===== config.mk =====
export PLATFORM = sky130hd
export DESIGN_NAME = rv32_alu_arb
export DESIGN_NICKNAME = d
export VERILOG_FILES = /design/src/rtl/rv32_alu_pkg.sv /design/src/rtl/rv32_alu_logical.sv /design/src/rtl/rv32_alu_arb.sv
export SDC_FILE = /design/constraint.sdc
export NUM_CORES = 1
export LEC_CHECK = 0
export CORE_ASPECT_RATIO = 1.75
export CORE_UTILIZATION = 48
export CTS_BUF_LIST = sky130_fd_sc_hd__clkbuf_8
export DETAILED_ROUTE_END_ITERATION = 8
export PLACE_DENSITY = 0.89
export SYNTH_ARGS = -nofsm -noshare
export SYNTH_HDL_FRONTEND = slang
export SYNTH_HIERARCHICAL = 1
export SYNTH_SLANG_ARGS = --single-unit

===== constraint.sdc =====
create_clock -name clk -period 8.8 [get_ports clk]
set_input_delay 1.76 -clock clk [delete_from_list [all_inputs] [get_ports clk]]
set_output_delay 1.76 -clock clk [all_outputs]
set_load 0.05 [all_outputs]

===== src/rtl/rv32_alu_pkg.sv =====
// Shared definitions for the logical-ALU arbiter: opsel encodings, FSM state and owner tag.
// Holds no logic apart from the opsel legality helper.
package rv32_alu_pkg;

  localparam logic [3:0] OPSEL_AND  = 4'd2;
  localparam logic [3:0] OPSEL_OR   = 4'd3;
  localparam logic [3:0] OPSEL_XOR  = 4'd4;
  localparam logic [3:0] OPSEL_ANDI = 4'd9;
  localparam logic [3:0] OPSEL_ORI  = 4'd10;
  localparam logic [3:0] OPSEL_XORI = 4'd11;

  typedef enum logic {
    ST_IDLE,
    ST_HOLD
  } arb_state_e;

  typedef enum logic {
    OWN_REQ0,
    OWN_REQ1
  } owner_e;

  function automatic logic opsel_legal(input logic [3:0] opsel);
    return opsel inside {OPSEL_AND, OPSEL_OR, OPSEL_XOR, OPSEL_ANDI, OPSEL_ORI, OPSEL_XORI};
  endfunction

endpackage


===== src/rtl/rv32_alu_logical.sv =====
// Combinational AND/OR/XOR unit; register and immediate opsel forms behave identically.
// Any opsel it does not recognise produces a zero result.
module rv32_alu_logical
  import rv32_alu_pkg::*;
(
  input  logic [31:0] op_a_i,
  input  logic [31:0] op_b_i,
  input  logic [3:0]  opsel_i,
  output logic [31:0] result_o
);

  always_comb begin
    result_o = '0;
    case (opsel_i)
      OPSEL_AND, OPSEL_ANDI: result_o = op_a_i & op_b_i;
      OPSEL_OR,  OPSEL_ORI:  result_o = op_a_i | op_b_i;
      OPSEL_XOR, OPSEL_XORI: result_o = op_a_i ^ op_b_i;
      default:               result_o = '0;
    endcase
  end

endmodule


===== src/rtl/rv32_alu_arb.sv =====
// Two-port arbiter in front of one shared logical ALU with a single held-result slot and req1 aging.
// Define RV32_ALU_ARB_ILLEGAL_CHK_EN to flag responses produced from an illegal opsel.
module rv32_alu_arb
  import rv32_alu_pkg::*;
#(
  parameter int STARVE_LIMIT = 3
) (
  input  logic        clk,
  input  logic        rst_n,
  input  logic        req0_valid,
  input  logic [31:0] req0_opA,
  input  logic [31:0] req0_opB,
  input  logic [3:0]  req0_opsel,
  output logic        req0_ready,
  input  logic        req1_valid,
  input  logic [31:0] req1_opA,
  input  logic [31:0] req1_opB,
  input  logic [3:0]  req1_opsel,
  output logic        req1_ready,
  output logic        rsp0_valid,
  input  logic        rsp0_ready,
  output logic        rsp1_valid,
  input  logic        rsp1_ready,
  output logic [31:0] rsp_result,
  output logic        err_illegal
);

  localparam logic [2:0] STARVE_MAX = 3'(STARVE_LIMIT);

  arb_state_e  state_q;
  owner_e      owner_q;
  logic [2:0]  starve_cnt_q, starve_cnt_d;
  logic [31:0] result_q;
  logic        rsp0_valid_q, rsp1_valid_q;

  logic        owner_rdy, can_grant, gnt0, gnt1, drain;
  logic [31:0] alu_a, alu_b, alu_res;
  logic [3:0]  alu_opsel;

  // Only the current owner's rsp_ready can free the slot; the other port's is ignored.
  always_comb begin
    owner_rdy = (owner_q == OWN_REQ1) ? rsp1_ready : rsp0_ready;
    can_grant = (state_q == ST_IDLE) || owner_rdy;
    gnt0 = 1'b0;
    gnt1 = 1'b0;
    if (can_grant) begin
      if (req1_valid && (starve_cnt_q == STARVE_MAX || !req0_valid)) gnt1 = 1'b1;
      else if (req0_valid)                                         gnt0 = 1'b1;
    end
    drain = (state_q == ST_HOLD) && owner_rdy;
  end

  always_comb begin
    starve_cnt_d = starve_cnt_q;
    if (!req1_valid || gnt1)          starve_cnt_d = '0;
    else if (starve_cnt_q != STARVE_MAX) starve_cnt_d = starve_cnt_q + 3'd1;
  end

  assign alu_a     = gnt1 ? req1_opA   : req0_opA;
  assign alu_b     = gnt1 ? req1_opB   : req0_opB;
  assign alu_opsel = gnt1 ? req1_opsel : req0_opsel;

  rv32_alu_logical u_alu (
    .op_a_i   (alu_a),
    .op_b_i   (alu_b),
    .opsel_i  (alu_opsel),
    .result_o (alu_res)
  );

  always_ff @(posedge clk or negedge rst_n) begin
    if (!rst_n) begin
      state_q      <= ST_IDLE;
      owner_q      <= OWN_REQ0;
      starve_cnt_q <= '0;
      result_q     <= '0;
      rsp0_valid_q <= 1'b0;
      rsp1_valid_q <= 1'b0;
    end else begin
      starve_cnt_q <= starve_cnt_d;
      if (gnt0 || gnt1) begin
        state_q      <= ST_HOLD;
        owner_q      <= gnt1 ? OWN_REQ1 : OWN_REQ0;
        result_q     <= alu_res;
        rsp0_valid_q <= gnt0;
        rsp1_valid_q <= gnt1;
      end else if (drain) begin
        state_q      <= ST_IDLE;
        rsp0_valid_q <= 1'b0;
        rsp1_valid_q <= 1'b0;
      end
    end
  end

`ifdef RV32_ALU_ARB_ILLEGAL_CHK_EN
  logic err_q;

  always_ff @(posedge clk or negedge rst_n) begin
    if (!rst_n)             err_q <= 1'b0;
    else if (gnt0 || gnt1)  err_q <= !opsel_legal(alu_opsel);
    else if (drain)         err_q <= 1'b0;
  end

  assign err_illegal = err_q;
`else
  assign err_illegal = 1'b0;
`endif

  // Grants are combinational; masking with rst_n keeps them low throughout reset.
  assign req0_ready = gnt0 & rst_n;
  assign req1_ready = gnt1 & rst_n;
  assign rsp0_valid = rsp0_valid_q;
  assign rsp1_valid = rsp1_valid_q;
  assign rsp_result = result_q;

endmodule


==> reports/metrics.cfg <==
[synth]
synth_mux_area_share_pct=29.1
synth-compound-area-share_pct=10.8
syn_inst=398
synth_nets=606
syn_area_per_cell_um2=10.7
synth_top_family_by_area=multiplexers
synthAdderAreaFrac_pct=19.4
synthXorXnorAreaFrac_pct=0.412
yosys-top-cells-count=mux2_2 (78), inv_1 (68), ha_1 (66), dfrtp_1 (39), nor3_1 (35)
synth_most_common_cell=mux2_2
yosys.area_share.simple_pct=6.06
ys_warn_count=6
ys_ff_latch=39
synthArstFlopShare_pct=100
synth_area_um2=4250
synth_cell_types=41
seq_area_frac_synth_pct=22.9
synthFlopType=dfrtp_1
synth.area.top_cells=dfrtp_1 (23%), mux2_2 (21%), ha_1 (19%), mux2_4 (7.4%), a221o_1 (7.1%)
yosys.area.top_type_share_pct=22.9
synth-edff-count=0
synth_area_leader_cell=dfrtp_1

[power]
leakagePower_nw=2.94
switching_share_pct=41.9
seq_power_share_pct=26.7
p_comb_share_pct=58.8
powerDensity_nw_per_um2=151
p_int_w=0.000535
clkPwrFrac_pct=14.5
p_switching_w=0.000386
vdd_drop_max_mv=0.0952

[setup_path]
cp_max_fo=4
crit_slowest_cell=clkdlybuf4s50_1
crit_buf_inv=2
crit_top_cell=clkdlybuf4s50_1
cp-start-kind=input port
worst_setup_path_end_kind=primary output
crit_type=in2out
reg2regPathDepth=10
cp_data_required_time_ns=7.04
cp.arrival_ns=3.64
cp_slowest_stage_delay_ns=0.83
critPathTopFamily=buffers and inverters
worstPathCellList=clkdlybuf4s50_1 -> nand2b_1 -> nand2_1 -> nor3b_1 -> clkdlybuf4s50_1
worstSetupPathDepth=5

[global_routing]
grt_overflow=0
antenna_found_initial=0
track_usage_pct=24.9
grt_pass1_vias=4072
grt_max_degree=41
grt_first_pass_wirelength_mm=17.9

[place]
pre_cts_slack_ns=3.40
io_buffers=177
place_hpwl_mm=8.59
place_congestion=0.815

[floorplanning]
die_x_um=73.2
num_rows=45
floorplan.die_area_um2=9260
die_y_um=127
initial_core_util_pct=49.4
coreArea_um2=8610
io_pins=179

[cells_and_area]
fillCellCount=641
syn_to_final_growth_pct=43.3
drive_gt1_share_pct=21.5
diodes=0
final_nets=770

[sta]
hold_viol=0
period_needed_ns=5.40
rsz0062_at_grt=no
post-route-period-util_pct=61.4
max_slew_margin_pct=27.9
fin_tns_setup_ns=0
worstMarginPinSlew_ns=1.08
slew_violations=0
skew_ns=0.00628
setup_slack_ns=3.40
setup_viol=0
max_freq_mhz=185

[detailed_routing]
drtAntennaViolNets=0
drc=0
drt_iter0_markers=182
vias_per_cell=5.42
drt-pass1-iter-count=4
num_vias=3683
wl_mm=11.0
avgRoutedWirePerCell_um=16.2

[clock_network]
ctsRootBufferMaster=clkbuf_8
insertion_delay_ns=0.30
cts_tree=done
clock_sinks=39
numCtsBuffers=5
clock_path_buffers=2
clk_pin_slew_ns=0.07
cts_resized=0
cts_max_level=2
hold_buffers=0
postCtsSetupBuffers=0

[hold_path]
hold_path.class=reg2reg
holdPathStages=1

[job]
max_cap_violations=0

[outcome]
status=complete, no violations

[cell usage in the layout, fill, tap and decap left out, types with 2 or more instances in the layout]
master and count:
mux2_2 78, buf_4 5, a21oi_4 2, mux2i_1 2, a221o_1 30, o21ai_0 3, dfrtp_1 39, nor3_1 35
nand2_1 2, inv_1 69, a221o_2 2, clkbuf_8 7, clkdlybuf4s50_1 176, nor2_1 3, ha_1 66, mux2_1 2
mux2_4 21, nand2b_1 2
[power groups by stage]
stage	clock [W]	sequential, W	combinational (W)
6_report	0.000133	0.000246	0.000542
3_5_place_dp	0	0.000249	0.000543
4_1_cts	0.000138	0.000246	0.000545
3_3_place_gp	0	0.000246	0.000525
5_1_grt	0.000146	0.000251	0.000576
2_1_floorplan	0	0.000387	0.000213
[worst paths after layout]
| path | start | to | slack, ns |
|---|---|---|---|
| min in group asynchronous | rst_n | rsp_result[3] | 1.52 |
| max reg2reg | starve_cnt_q[0] | rsp_result[28] | 4.90 |
| min | rsp_result[8] | rsp_result[8] | 0.49 |
| min reg2reg | rsp_result[8] | rsp_result[8] | 0.49 |
| max in group asynchronous | rst_n | rsp_result[10] | 6.91 |
| max | req0_valid | req0_ready | 3.40 |
[registers in the layout, indices dropped and copies added (netlist names)]
register / flops
rsp_result: 32
starve_cnt_q: 3
owner_q: 1
rsp0_valid: 1
rsp1_valid: 1
state_q: 1
[per-layer routing]
metal | routed length [µm] | GRT usage (%) | vias to the layer above
met3 | 479 | 3.42 | 31
met2 | 6400 | 49.6 | 131
li1 | - | - | 1735
met5 | 0 | 0 | -
met4 | 441 | 12.6 | 0
met1 | 3730 | 23.1 | 1786
[layout make-up]
type	instances	area [µm²]	area share, %
multi-input cells	266	2810	46.2
repair buffers	182	1800	29.6
flip-flops and latches	39	976	16.0
inverters	68	255	4.19
well taps	117	146	2.40
clock buffers	7	96.3	1.58
clock inverters	1	3.75	0.0616
[cell families (layout without fill, tap and decap cells)]
kind of cell | Yosys count | count (layout)
buffers and inverters | 93 | 258
muxes | 103 | 103
and+or+nand+nor | 48 | 48
adders and majority gates | 66 | 66
AOI/OAI and AO/OA | 46 | 46
other | 1 | 1
DFF | 39 | 39
xor gates and xnor gates | 2 | 2
[through the flow]
stage	instance area, µm²	total power [W]	hold slack, ns	utilization (%)	instances
floorplan	4250	0.000599	0.520	-	398
global placement	6000	0.000771	0.473	69.6	672
detailed placement	6000	0.000793	0.482	69.6	672
CTS	6100	0.000929	0.495	70.8	680
global route	6100	0.000973	0.513	70.8	680
finish	6100	0.000921	0.492	70.8	680
Note: power is estimated with default switching activity, not from simulation.
